==> config.mk <==
export PLATFORM = sky130hd
export DESIGN_NAME = btn_conditioner
export DESIGN_NICKNAME = d
export VERILOG_FILES = /design/src/rtl/btn_pkg.sv /design/src/rtl/btn_chan.sv /design/src/rtl/btn_conditioner.sv
export SDC_FILE = /design/constraint.sdc
export NUM_CORES = 1
export LEC_CHECK = 0
export ABC_CLOCK_PERIOD_IN_PS = 3300
export CORE_AREA = 2 2 94 96
export DETAILED_ROUTE_END_ITERATION = 6
export DIE_AREA = 0 0 96 98
export HOLD_SLACK_MARGIN = 0.03
export PLACE_DENSITY = 0.68
export SLEW_MARGIN = 20
export SYNTH_ARGS = -nofsm -noshare
export SYNTH_HDL_FRONTEND = slang
export SYNTH_HIERARCHICAL = 1
export SYNTH_SLANG_ARGS = --single-unit
==> constraint.sdc <==
create_clock -name clk -period 3.3 [get_ports clk]
set_input_delay 0.33 -clock clk [delete_from_list [all_inputs] [get_ports clk]]
set_output_delay 0.33 -clock clk [all_outputs]
set_load 0.005 [all_outputs]
==> src/rtl/btn_pkg.sv <==
// rtl/btn_pkg.sv - shared state encoding, channel indices and default timing for the button conditioner
package btn_pkg;

    localparam logic [1:0] ST_LOW    = 2'b00;
    localparam logic [1:0] ST_CHK_HI = 2'b01;
    localparam logic [1:0] ST_HIGH   = 2'b10;
    localparam logic [1:0] ST_CHK_LO = 2'b11;

    localparam int BTN_P1   = 0;
    localparam int BTN_P2   = 1;
    localparam int BTN_KICK = 2;

    localparam int DB_CYCLES_DEF   = 500000;
    localparam int HOLD_CYCLES_DEF = 25000000;
    localparam int RPT_CYCLES_DEF  = 10000000;

endpackage

==> src/rtl/btn_chan.sv <==
// rtl/btn_chan.sv - one button channel: 2-flop synchroniser, debounce FSM, registered level/press/release
// Optional auto-repeat of btn_press while held is built when BTN_AUTOREPEAT_EN is defined.
module btn_chan
    import btn_pkg::*;
#(
    parameter int DB_CYCLES   = DB_CYCLES_DEF,
    parameter int CNT_W       = 20,
    parameter int HOLD_CYCLES = HOLD_CYCLES_DEF,
    parameter int RPT_CYCLES  = RPT_CYCLES_DEF
) (
    input  logic clk,
    input  logic reset,
    input  logic btn_raw,
    output logic btn_level,
    output logic btn_press,
    output logic btn_release
);

    localparam logic [CNT_W-1:0] DB_LAST = CNT_W'(DB_CYCLES - 1);

    logic             sync1_q, sync1_d;
    logic             sync2_q, sync2_d;
    logic [1:0]       state_q, state_d;
    logic [CNT_W-1:0] cnt_q, cnt_d;
    logic             level_q, level_d;
    logic             press_q, press_d;
    logic             release_q, release_d;

`ifdef BTN_AUTOREPEAT_EN
    localparam int HOLD_W = $clog2((HOLD_CYCLES > RPT_CYCLES ? HOLD_CYCLES : RPT_CYCLES) + 1);
    localparam logic [HOLD_W-1:0] HOLD_LAST = HOLD_W'(HOLD_CYCLES - 1);
    localparam logic [HOLD_W-1:0] RPT_LAST  = HOLD_W'(RPT_CYCLES - 1);

    logic [HOLD_W-1:0] hold_q, hold_d;
    logic              rpt_q, rpt_d;
`else
    // Repeat timing is meaningless without the hold counter; referenced only to keep the interface uniform.
    logic unused_cfg;
    assign unused_cfg = (HOLD_CYCLES > 0) ^ (RPT_CYCLES > 0);
`endif

    always_comb begin
        sync1_d   = btn_raw;
        sync2_d   = sync1_q;
        state_d   = state_q;
        cnt_d     = cnt_q;
        level_d   = level_q;
        press_d   = 1'b0;
        release_d = 1'b0;
        case (state_q)
            ST_LOW: begin
                cnt_d = '0;
                if (sync2_q) begin
                    state_d = ST_CHK_HI;
                    cnt_d   = CNT_W'(1);
                end
            end
            ST_CHK_HI: begin
                if (!sync2_q) begin
                    state_d = ST_LOW;
                    cnt_d   = '0;
                end else if (cnt_q == DB_LAST) begin
                    state_d = ST_HIGH;
                    cnt_d   = '0;
                    level_d = 1'b1;
                    press_d = 1'b1;
                end else begin
                    cnt_d = cnt_q + 1'b1;
                end
            end
            ST_HIGH: begin
                cnt_d = '0;
                if (!sync2_q) begin
                    state_d = ST_CHK_LO;
                    cnt_d   = CNT_W'(1);
                end
            end
            default: begin
                if (sync2_q) begin
                    state_d = ST_HIGH;
                    cnt_d   = '0;
                end else if (cnt_q == DB_LAST) begin
                    state_d   = ST_LOW;
                    cnt_d     = '0;
                    level_d   = 1'b0;
                    release_d = 1'b1;
                end else begin
                    cnt_d = cnt_q + 1'b1;
                end
            end
        endcase

`ifdef BTN_AUTOREPEAT_EN
        // Only a channel staying in HIGH repeats; any 0 sample drops to CHK_LO and clears the hold timer.
        hold_d = '0;
        rpt_d  = 1'b0;
        if (state_q == ST_HIGH && sync2_q) begin
            if (hold_q == (rpt_q ? RPT_LAST : HOLD_LAST)) begin
                press_d = 1'b1;
                hold_d  = '0;
                rpt_d   = 1'b1;
            end else begin
                hold_d = hold_q + 1'b1;
                rpt_d  = rpt_q;
            end
        end
`endif
    end

    always_ff @(posedge clk) begin
        if (reset) begin
            sync1_q   <= 1'b0;
            sync2_q   <= 1'b0;
            state_q   <= ST_LOW;
            cnt_q     <= '0;
            level_q   <= 1'b0;
            press_q   <= 1'b0;
            release_q <= 1'b0;
        end else begin
            sync1_q   <= sync1_d;
            sync2_q   <= sync2_d;
            state_q   <= state_d;
            cnt_q     <= cnt_d;
            level_q   <= level_d;
            press_q   <= press_d;
            release_q <= release_d;
        end
    end

`ifdef BTN_AUTOREPEAT_EN
    always_ff @(posedge clk) begin
        if (reset) begin
            hold_q <= '0;
            rpt_q  <= 1'b0;
        end else begin
            hold_q <= hold_d;
            rpt_q  <= rpt_d;
        end
    end
`endif

    assign btn_level   = level_q;
    assign btn_press   = press_q;
    assign btn_release = release_q;

endmodule

==> src/rtl/btn_conditioner.sv <==
// rtl/btn_conditioner.sv - N_BTN independent debounce channels (p1, p2, kick) feeding the game logic
// Auto-repeat on held buttons is enabled by defining BTN_AUTOREPEAT_EN.
module btn_conditioner
    import btn_pkg::*;
#(
    parameter int N_BTN       = BTN_KICK + 1,
    parameter int DB_CYCLES   = DB_CYCLES_DEF,
    parameter int CNT_W       = 20,
    parameter int HOLD_CYCLES = HOLD_CYCLES_DEF,
    parameter int RPT_CYCLES  = RPT_CYCLES_DEF
) (
    input  logic             clk,
    input  logic             reset,
    input  logic [N_BTN-1:0] btn_raw,
    output logic [N_BTN-1:0] btn_level,
    output logic [N_BTN-1:0] btn_press,
    output logic [N_BTN-1:0] btn_release
);

    for (genvar i = 0; i < N_BTN; i++) begin : g_chan
        btn_chan #(
            .DB_CYCLES  (DB_CYCLES),
            .CNT_W      (CNT_W),
            .HOLD_CYCLES(HOLD_CYCLES),
            .RPT_CYCLES (RPT_CYCLES)
        ) u_chan (
            .clk        (clk),
            .reset      (reset),
            .btn_raw    (btn_raw[i]),
            .btn_level  (btn_level[i]),
            .btn_press  (btn_press[i]),
            .btn_release(btn_release[i])
        );
    end

endmodule
# [Word-level counts from Yosys, hierarchy flattened]
# Index checks and enable logic that the tools add are counted.
[classes] mux=57 n_addsub=3 bitwise_logic=9 n_eq_ne=24 reduce_logical=21
[ops] cell="20-bit two-way mux" n=9
[ops] cell="20-bit case mux with 3 select lines" n=3
[ops] cell="20-bit by 1-bit adder with 20-bit output, second input constant" n=3
[ops] cell="20-bit by 19-bit equality test with 1-bit output, second input constant" n=3
[ops] cell="2-bit two-way mux" n=18
[ops] cell="4-bit AND reduction" n=6
[ops] cell="1-bit two-way mux" n=21
[ops] cell="2-bit case mux with 3 select lines" n=3
[ops] cell="5-bit OR reduction" n=3
[ops] cell="2-bit by 1-bit != test with 1-bit output, second input constant" n=6
[ops] cell="2-bit != test, second input constant" n=6
[ops] cell="4-bit nonzero test" n=3
[ops] cell="3-bit != test, second input constant" n=3
[ops] cell="1-bit NOT" n=9
[ops] cell="3-bit OR reduction" n=3
[ops] cell="2-bit by 1-bit equality test with 1-bit output, second input constant" n=3
[ops] cell="2-bit equality test, second input constant" n=3
[ops] cell="2-bit logical NOT" n=3
[ops] cell="1-bit case mux with 2 select lines" n=3
[ops] cell="2-bit OR reduction" n=3
[word_totals] output_inout_bits=9 reg_bits=81 inputBits=5 word_cells=135

# [Depth between registers and ports, before layout]
[depth] depth_word=4 depth_mapped=7 mapped_depth_nobuf=7

# [By module]
# The synthesis kept the hierarchy.
[modules_own_cells] mod="btn_chan (g_chan[0].u_chan)" cells_each=159 seq_area_each_um2=540.5 n_inst=1 area_per_inst_um2=1391.3
[modules_own_cells] mod="btn_chan (g_chan[2].u_chan)" cells_each=155 seq_area_each_um2=540.5 n_inst=1 area_per_inst_um2=1365.1
[modules_own_cells] mod="btn_chan (g_chan[1].u_chan)" cells_each=156 seq_area_each_um2=540.5 n_inst=1 area_per_inst_um2=1351.3

# [Least setup slack after synthesis]
# Ideal clock, no wire load.
[synth_timing] path_type="register to register" start="reg g_chan[1].u_chan.cnt_q[0]" end="reg g_chan[1].u_chan.cnt_q[16]" slack_ns=1.401 setup_ns=0.071 path_buffers=1 path_stages_with_launch=7 synth_period_minus_slack_ns=1.899 arrival_ns=1.828 t_required_ns=3.229 cell_sequence="dfxtp_1 > ha_1 > nand4_2 > or3_1 > clkbuf_2 > or4_1 > a21oi_1"
[synth_between] elab_chain_len=4 elab_cells_between_ends=6 cone_classes="add/sub: 1; eq/ne: 1; mux: 4"
[synth_lines] element="start: declaration" line="btn_chan.sv:24" source="logic [CNT_W-1:0] cnt_q, cnt_d;"
[synth_lines] element="start signal: assignment" line="btn_chan.sv:123" source="cnt_q <= cnt_d;"
[synth_lines] element="20-bit by 1-bit adder with 20-bit output or 20-bit by 19-bit equality test with 1-bit output (tied branches)"
[synth_lines] element="20-bit two-way mux *" line="btn_chan.sv:62, btn_chan.sv:82"
[synth_lines] element="20-bit two-way mux, on equally long branches" line="btn_chan.sv:79, btn_chan.sv:59"
[synth_lines] element="20-bit case mux with 3 select lines *" line="btn_chan.sv:50" source="case (state_q)"
# Every way passes the cells marked *; elsewhere a longest branch is shown, timed or not.
# A chain may end at the register's enable or synchronous reset.

# [Final worst setup path]
[layout_timing] start="reg g_chan[2].u_chan.cnt_q[0]" end="reg g_chan[2].u_chan.cnt_q[16]"
[layout_between] elab_chain_len=4 elab_cells_between_ends=6 cone_classes="add/sub: 1; eq/ne: 1; mux: 4"
[layout_lines] element="start: declaration" line="btn_chan.sv:24"
[layout_lines] element="start signal: assignment" line="btn_chan.sv:123"
[layout_lines] element="20-bit by 1-bit adder with 20-bit output or 20-bit by 19-bit equality test with 1-bit output (tied branches)"
[layout_lines] element="20-bit two-way mux *" line="btn_chan.sv:62, btn_chan.sv:82"
[layout_lines] element="20-bit two-way mux, on equally long branches" line="btn_chan.sv:79, btn_chan.sv:59"
[layout_lines] element="20-bit case mux with 3 select lines *" line="btn_chan.sv:50"
# Marks and branches as above.

==> impl_results.md <==
* Count of clock tree sinks at 81
* Number of optimization iterations in the first detailed-route pass at 4
* Number of synthesized register bits at 81
* Unique masters post-synth at 57
* Global placement routability congestion at 0.8123
* DP Cell Count at 580
* Power Total at 2.024 mW
* Relative slew margins at 52.88%
* Main area contributors after synthesis: dfxtp_1 39%, xnor2_1 7.0%, nor2_1 6.0%
* Total number of placement rows at 34
* First-pass GRT wire length at 14.30 mm
* Final hold violation count at 0
* Critical Path Fanout Max at 17
* Share of the synthesized area in the top cell type at 39.48%
* Total via count after detailed routing at 3365
* Nets at 506
* WP data arrival at 2.31 ns
* Critical path required time at 3.52 ns
* DIE HEIGHT at 98 um
* Vias in the first global route at 3179
* Most frequent cell after synthesis: dfxtp_1
* Yosys warnings at 6
* DRT Wirelength at 8.061 mm
* Number of buffers on the longest clock path at 2
* Arithmetic-cell share of the synthesized area counting full adders, half adders and majority gates at 5.483%
* Fin crit share at 63.38%
* Estimated wirelength of the detail-placed design at 5.668 mm
* Dominant combinational cell family by area after synthesis: simple AND/OR/NAND/NOR gates
* Drc violations at 0
* Post-detailed-placement cell area at 4335 um^2
* Resize count post-CTS at 0
* Maximum number of pins on one net before global-route repair at 18
* Cell taking the most area after synthesis: dfxtp_1
* Initial standard-cell utilization of the core at 48.52%
* Share of flip-flops with an asynchronous set or reset at 0%
* Number of instances in the synthesized netlist at 470
* Number of violations of the max-capacitance limit at 0
* Post-synth design cell area at 4108 um^2
* Post-synthesis area per instance at 8.740 um^2
* Clock slew at the register clock pins of the worst setup and hold paths at 0.09 ns
* Iteration-0 DRC Markers at 212
* Unrepaired setup endpoints after global routing: no
* Share of the synthesized area in compound gates (AO/OA/AOI/OAI) at 10.81%
* Highest achievable clock rate at 478.1 MHz
* CTS Hold Buffers Added at 0
* Shortest period the worst path allows at 2.092 ns
* Synth cell count leaders: 81 x dfxtp_1, 66 x nor2_1, 33 x xnor2_1
* Prevailing post-synth register cell: dfxtp_1
* Multiplexer share of the synthesized area at 1.949%
* Antenna-violating nets left at 0
* Ports at 14
* Avg Vias per Cell at 5.646
* Share of final-layout standard cells stronger than drive strength 1 at 6.352%
* Classification of the worst-slack hold path: reg2reg
* Clock latency at the later pin of the worst-skew pair at 0.35 ns
* Antenna violations before repair at 0
* Standby leakage power at 1.373 nW
* Total of endpoints with negative setup slack in the final report at 0
* Kind of launch point of the worst setup path: flop
* Number of CTS-inserted buffers at 9
* Overall fraction of global-route tracks in use at 18.53%
* Maximum vdd drop at 0.0002047 V
* Simple-gate share of the synthesized area at 30.34%
* DIE AREA at 9408 um^2
* Category of the critical setup timing path: reg2reg
* Total power per unit cell area at 446.1 nW/um^2
* Antenna Diode Count at 0
* Net count after synthesis at 493
* Part of the Yosys area used for sequential elements at 39.48%
* Tightest hold margin at 0.4436 ns
* Final Instance Area at 4538 um^2
* Grt ovf at 0
* Clock H-tree levels at 3
* Total of buffers placed on input and output ports at 13
* Result of the run: complete, no violations
* Average wire length per cell after detail routing at 13.53 um
* Number of max-slew violations in the final report at 0
* Floorplan Core Area at 8466 um^2
* Worst Clk Skew at 0.007116 ns
* Number of enable flip-flop cells after synthesis at 0
* Synth Area in XOR/XNOR at 8.742%
* X dimension of the die at 96 um
* CTS tree: yes
* Clock Root Buffer: clkbuf_8
* Layout-stage area growth over the synthesis result at 10.48%
* Buffer count from post-CTS setup fixing at 0
* Setup total negative slack at 0 ns
* Worst Setup End Kind: flop
* Least-Margin Pin Slew at 0.7067 ns
* Final standard cell count with taps included and fillers excluded at 596
[worst max-delay path, stage by stage (launching register included)]
cell	delay, ns
dfxtp_1	0.40
ha_1	0.26
nand4_2	0.24
or2_1	0.35
o21ai_2	0.58
nor2_1	0.12
[placed cells by master (no fill, tap or decap), types with 17 or more instances in the layout]
| cell type | n |
|---|---|
| dfxtp_1 | 81 |
| inv_1 | 19 |
| xnor2_1 | 33 |
| nor2_1 | 66 |
| nor3_1 | 19 |
| nand3_1 | 23 |
| nand2_1 | 22 |
| a21oi_1 | 17 |
| ha_1 | 18 |
[path summary, 6_finish.rpt]
path	slack (ns)	start	depth (start not counted)	to
worst max-delay path	1.21	g_chan[2].u_chan/cnt_q[0]	5	g_chan[2].u_chan/cnt_q[16]
worst min-delay path	0.44	g_chan[0].u_chan/sync1_q	1	g_chan[0].u_chan/sync2_q
worst max register to register	1.21	g_chan[2].u_chan/cnt_q[0]	5	g_chan[2].u_chan/cnt_q[16]
worst min register to register	0.44	g_chan[0].u_chan/sync1_q	1	g_chan[0].u_chan/sync2_q
[sequential cells by signal, indices dropped and copies added (netlist names), named ones only]
signal	flops
g_chan.u_chan/state_q	3
g_chan.u_chan/sync1_q	3
g_chan.u_chan/cnt_q	60
g_chan.u_chan/sync2_q	3
g_chan.u_chan/btn_press	3
g_chan.u_chan/btn_level	3
g_chan.u_chan/btn_release	3
[per-layer routing]
metal  track usage (%)  vias up  wire (um)
met4             5.934        0         74
met1             24.67     1599       3943
li1                  -     1723          -
met2             29.38       36       3848
met3             4.475        7        195
met5                 0        -          0
[stage by stage]
stage | setup WS [ns] | util [%]
5_1_grt | 0.9690 | 53.61
3_3_place_gp | 1.260 | 51.21
6_report | 1.208 | 53.61
2_1_floorplan | 1.401 | -
3_5_place_dp | 1.215 | 51.21
4_1_cts | 1.196 | 53.61
[area by class of cell]
cell class,instances,area [um^2]
Inverter,19,71.32
Sequential cell,81,1622
Clock buffer,10,137.6
Multi-Input combinational cell,356,2355
Tap cell,108,135.1
Fill cell,794,3928
Clock inverter,6,65.06
Timing Repair Buffer,16,152.6
[kinds of logic after synthesis]
kind of cell	count (synthesis)
simple gates	222
buf+inv	33
flops	81
fa+ha+maj	18
compound gates	67
xor+xnor	41
mux	8
[power by group]
part / internal (mW) / total [mW] / leakage, nW / switching (mW)
combinational: 0.104 / 0.256 / 0.616 / 0.152
sequential: 1.00 / 1.03 / 0.654 / 0.0312
clock: 0.371 / 0.736 / 0.103 / 0.364
total: 1.48 / 2.02 / 1.37 / 0.548
(Power assumes the default switching activity.)
==> variant 1, RTL diff (same settings) <==
`CNT_W` is set to 20 in 2 places; all go to 28.
--- a/src/rtl/btn_chan.sv
+++ b/src/rtl/btn_chan.sv
@@ -4,7 +4,7 @@
     import btn_pkg::*;
 #(
     parameter int DB_CYCLES   = DB_CYCLES_DEF,
-    parameter int CNT_W       = 20,
+    parameter int CNT_W       = 28,
     parameter int HOLD_CYCLES = HOLD_CYCLES_DEF,
     parameter int RPT_CYCLES  = RPT_CYCLES_DEF
 ) (
--- a/src/rtl/btn_conditioner.sv
+++ b/src/rtl/btn_conditioner.sv
@@ -5,7 +5,7 @@
 #(
     parameter int N_BTN       = BTN_KICK + 1,
     parameter int DB_CYCLES   = DB_CYCLES_DEF,
-    parameter int CNT_W       = 20,
+    parameter int CNT_W       = 28,
     parameter int HOLD_CYCLES = HOLD_CYCLES_DEF,
     parameter int RPT_CYCLES  = RPT_CYCLES_DEF
 ) (
Formal check against the unedited RTL: same outputs for any inputs over 10 cycles, from zero or initial values and one cycle with reset high; that may be too few to reach the edited logic, so the function may still have changed.
==> variant 1 against the unedited design <==
Sequential power rose by 27%. Synthesized area rose by 34%. Global-route usage rose by 5.4 points. Sequential cell count rose by 24. Total power rose by 18%. Final area rose by 29%. Wire length rose by 32%. Cell count rose by 20%. Worst setup slack got worse by 140 ps. Critical endpoint is now g_chan[0].u_chan/cnt_q[0]$_SDFF_PP0_. Largest cell class unchanged.
==> variant 1: results (changes against the unedited design) <==
global_route:
  grt_max_degree: 23  # +5
  met1_usage_pct: 33.3  # +8.7 points
  grt_use_total_pct: 23.9  # +5.4 points
  grtUsageMet3_pct: 4.17  # -0.31 points
  grt_pass1_vias: 4149  # +31%
  use_met2_pct: 38.1  # +8.7 points
  grt_pass1_wl_microns: 18600  # +30%
cells_and_area:
  largest_reg_flops: 84  # +40%
  drive_gt1_share_pct: 9.21  # +2.9 points
run_status:
  status: "finished clean"
placement:
  placedCellCount: 700  # +21%
  routabilityCongestion: 0.833  # +2.6%
  dpl.hpwl_microns: 7390  # +30%
clocking:
  cts_max_path_buffers: 2  # unchanged
  clk_pin_slew_worst_paths_ps: 110  # +20 ps
pwr:
  leakagePower_nw: 1.80  # +31%
  irDropWorstVdd_mv: 0.361  # +77%
  p_sw_share_pct: 23.8  # -3.2 points
routing:
  post_drt_wl_per_cell_microns: 14.8  # +9.8%
  first_pass_iters: 5  # +1
  wl_microns: 10600  # +32%
  viasPerCell: 6.22  # +10%
hold_path:
  hold_path.startpoint: "g_chan[2].u_chan/sync1_q$_SDFF_PP0_"
worst_setup_path:
  r2r_cells: 6  # +1
  path_max_fanout: 14  # -3
  regToRegSetupSlack_ps: 1060  # -140 ps
  worstSetupEndpoint: "g_chan[0].u_chan/cnt_q[0]$_SDFF_PP0_"
  crit_path_start: "g_chan[0].u_chan/cnt_q[0]$_SDFF_PP0_"
synthesis:
  synth_nets: 624  # +27%
  synth.yosys.seq_area_share_pct: 38.3  # -1.2 points
  synth_area_leaders: "dfxtp_1, a21oi_1, ha_1"
  syn_inst: 601  # +28%
  synth_commonest_cells: "dfxtp_1, a21oi_1, nor2_1"
  synth_cell_type_count: 54  # -5.3%
sta:
  relSlewSlack_pct: 56.7  # +3.8 points
  clock_skew_ps: 16.9  # +9.78 ps
## variant 1: cell types whose count changed in the layout (fill, tap and decap cells not counted), moves of 9 or more
| cell | before | now |
|---|---|---|
| nand4_1 | 11 | 27 |
| xnor2_1 | 33 | 20 |
| o31ai_1 | 8 | 24 |
| xor2_1 | 8 | 17 |
| or4_1 | 6 | 23 |
| or3_1 | 8 | 23 |
| nor4b_1 | 9 | 0 |
| nor3_1 | 19 | 10 |
| a21oi_1 | 17 | 48 |
| dfxtp_1 | 81 | 105 |
| nor2_1 | 66 | 45 |
## variant 1: worst min-delay path by stage
stage | end | depth (start not counted)
floorplan | g_chan[0].u_chan/sync2_q$_SDFF_PP0_ | 1
global placement | g_chan[1].u_chan/sync2_q$_SDFF_PP0_ | 1
detailed placement | g_chan[2].u_chan/sync2_q$_SDFF_PP0_ | 1
CTS | g_chan[2].u_chan/sync2_q$_SDFF_PP0_ | 1
global route | g_chan[2].u_chan/sync2_q$_SDFF_PP0_ | 1
finish | g_chan[2].u_chan/sync2_q$_SDFF_PP0_ | 1
## variant 1: logic make-up after synthesis
logic type | synth area share (%)
flops | 38.3
compound gates | 13.3
xor+xnor | 5.91
simple gates | 32.2
fa+ha+maj | 4.11
buf+inv | 4.70
mux | 1.46
## variant 1: final cells by class
class | count | area (sq um)
tap | 108 | 135
clock buffer | 11 | 141
fill | 733 | 2630
inverter | 20 | 75.1
clock inverter | 5 | 86.3
timing repair buffer | 18 | 168
multi-input combinational | 449 | 3130
sequential | 105 | 2100
## variant 1: stage by stage
stage / setup WS [ps] / cell area, sq um / power [W] / hold slack [ps]
floorplan: 1350 / 5490 / 0.00148 / 414
global placement: 1160 / 5610 / 0.00152 / 418
global route: 886 / 5830 / 0.00248 / 459
CTS: 1060 / 5830 / 0.00241 / 445
detailed placement: 1100 / 5610 / 0.00153 / 420
finish: 1060 / 5830 / 0.00239 / 444
## variant 1: critical path: stages, from the launching register on
cell     delay, ps
dfxtp_1        400
ha_1           220
and4_2         310
nand3_1        240
o21ai_2        540
buf_4          300
o32ai_1        110
## variant 1: power groups by stage
| stage | clock network (W) | logic [W] | registers, W |
|---|---|---|---|
| detailed placement | 0 | 0.000189 | 0.00134 |
| CTS | 0.000918 | 0.000190 | 0.00131 |
| finish | 0.000891 | 0.000191 | 0.00131 |
| global route | 0.000954 | 0.000216 | 0.00131 |
| floorplan | 0 | 0.000152 | 0.00133 |
| global placement | 0 | 0.000183 | 0.00134 |
## variant 1: metal layers
metal  vias up  part of all wire, %
met5         -                    0
met4         0                 0.45
met3         6                  2.5
met2        63                   48
met1      2127                   49
li1       2259                    -
==> variant 2, RTL diff (same flow settings) <==
Made on the original files. Register the output `btn_release`, without a reset; this adds one clock of latency there. The other outputs are not delayed to match.
--- a/src/rtl/btn_conditioner.sv
+++ b/src/rtl/btn_conditioner.sv
@@ -17,6 +17,8 @@
     output logic [N_BTN-1:0] btn_release
 );
 
+    logic [N_BTN-1:0] btn_release_d;
+
     for (genvar i = 0; i < N_BTN; i++) begin : g_chan
         btn_chan #(
             .DB_CYCLES  (DB_CYCLES),
@@ -29,8 +31,12 @@
             .btn_raw    (btn_raw[i]),
             .btn_level  (btn_level[i]),
             .btn_press  (btn_press[i]),
-            .btn_release(btn_release[i])
+            .btn_release(btn_release_d[i])
         );
     end
 
+    always_ff @(posedge clk) begin
+        btn_release <= btn_release_d;
+    end
+
 endmodule
Behaviour: same outputs for any inputs over 10 cycles, from zero or initial values and one cycle with reset high; that may be too few to reach the edited logic, so the function may still have changed.
==> variant 2 against the unedited design <==
Worst setup slack worse by 13 ps. Sequential cell count is 3 higher. Wire length rose by 0.51%. Global-route usage shrank 0.33 points. Sequential power increased by 4%. Maximum frequency decreased by 0.61%. Total power shrank 2.0%. Utilization is 0.35 points higher. Final area increased by 0.66%. Synthesized area is 1.5% higher.
==> variant 2: results (changes against the unedited design) <==
sta:
  clock_skew_ps: 11.7  # +4.57 ps
  relSlewSlack_pct: 53.8  # +0.93 points
synthesis:
  synth_nets: 496  # +0.61%
  synthArstFlopShare_pct: 0  # unchanged
  synth_area_leaders: "dfxtp_1, xnor2_1, nor2_1"
  synthFlopType: "dfxtp_1"
  synth_compound_area_share_pct: 10.7  # -0.16 points
  syn_inst: 473  # +0.64%
  ys_warn_count: 6  # unchanged
  synthAdderAreaFrac_pct: 5.40  # -0.079 points
  synth.yosys.seq_area_share_pct: 40.3  # +0.87 points
  synth_commonest_cells: "dfxtp_1, nor2_1, xnor2_1"
  synth_cell_type_count: 57  # unchanged
  synth_xor_area_share_pct: 8.62  # -0.13 points
  muxShareOfSynthArea_pct: 1.92  # -0.028 points
worst_setup_path:
  worstSetupEndpoint: "g_chan[1].u_chan/cnt_q[16]$_SDFF_PP0_"
  r2r_cells: 5  # unchanged
  regToRegSetupSlack_ps: 1200
  path_max_fanout: 7  # -10
  arrival_ps: 2380  # +70 ps
  crit_path_start: "g_chan[1].u_chan/cnt_q[0]$_SDFF_PP0_"
routing:
  drtIter0Drc: 141  # -33%
  wl_microns: 8100  # +0.51%
  viasPerCell: 5.64  # about the same
  first_pass_iters: 4  # unchanged
  antenna_left: 0  # unchanged
hold_path:
  hold_class: "reg -> reg"
  hold_path.startpoint: "g_chan[1].u_chan/btn_release$_SDFF_PP0_"
clocking:
  numCtsBuffers: 9  # unchanged
  cts-resized-gates: 0  # unchanged
  cts_setup_buffers: 0  # unchanged
  cts_max_level: 3  # unchanged
  cts_max_path_buffers: 2  # unchanged
  clk_pin_slew_worst_paths_ps: 80
  clock_latency_ps: 340
  clockRootBuffer: "clkbuf_8"
placement:
  routabilityCongestion: 0.826  # +1.6%
  port_buffers: 13  # unchanged
  placedCellCount: 582  # +0.34%
  dpl.hpwl_microns: 5720  # +0.99%
run_status:
  status: "finished clean"
cells_and_area:
  largest_reg_flops: 60  # unchanged
  diodes: 0  # unchanged
  finalNonFillerCells: 598  # +0.34%
  final_nets: 508  # +0.40%
  drive_gt1_share_pct: 5.71  # -0.64 points
  largest_register: "g_chan.u_chan/cnt_q"
global_route:
  antenna_found_initial: 0  # unchanged
  grt_pass1_wl_microns: 14100  # -1.5%
  grt_max_degree: 19  # +1
  grt_use_total_pct: 18.2  # -0.33 points
  globalRoute.totalOverflow: 0  # unchanged
  grt_pass1_vias: 3198  # +0.60%
pwr:
  leakagePower_nw: 1.38  # +0.46%
  irDropWorstVdd_mv: 0.174  # -15%
die:
  die_x_microns: 96  # unchanged
variant 2: cell types whose count changed after synthesis, sizes merged:
cell / delta
dfxtp: +3
variant 2: layout make-up:
type | instances | area (sq um)
clock buffers | 13 | 159
clock inverters | 3 | 21.3
fillers | 775 | 3900
inverters | 19 | 71.3
multi-input cells | 356 | 2350
flip-flops and latches | 84 | 1680
well taps | 108 | 135
repair buffers | 15 | 145
variant 2: metrics by stage:
step / hold slack [ps] / cell area [sq um] / util, % / power, W / setup slack (ps)
after floorplan: 310 / 4170 / - / 0.00128 / 1400
after global placement: 311 / 4390 / 51.8 / 0.00133 / 1260
after detailed placement: 316 / 4390 / 51.8 / 0.00134 / 1220
after CTS: 335 / 4570 / 54.0 / 0.00201 / 1200
after global routing: 352 / 4570 / 54.0 / 0.00209 / 978
final: 332 / 4570 / 54.0 / 0.00198 / 1200
variant 2: how the worst min path moves through the flow:
stage,slack [ps],end,cells past startpoint
CTS,340,btn_release[2]$_DFF_P_,0
finish,330,btn_release[1]$_DFF_P_,0
floorplan,310,btn_release[0]$_DFF_P_,0
global placement,310,btn_release[2]$_DFF_P_,0
global route,350,btn_release[0]$_DFF_P_,0
detailed placement,320,btn_release[1]$_DFF_P_,0
variant 2: layer usage:
layer	track usage, %	wire length (microns)	up-vias
li1	-	-	1729
met1	24.0	3880	1589
met5	0	0	-
met2	29.6	3870	46
met3	2.62	236	9
met4	7.36	108	0
variant 2: where the power goes:
part,switching (W),leakage (nW),internal (W)
clock,0.000353,0.0896,0.000316
sequential,0.0000312,0.678,0.00104
combinational,0.000143,0.611,0.000103
total,0.000528,1.38,0.00146
variant 2: worst max-delay path, stage by stage (launching register included):
cell and delay (ps):
dfxtp_1 380, ha_1 250, nand4_2 230, or3_1 530, or4_1 510, a21oi_1 150
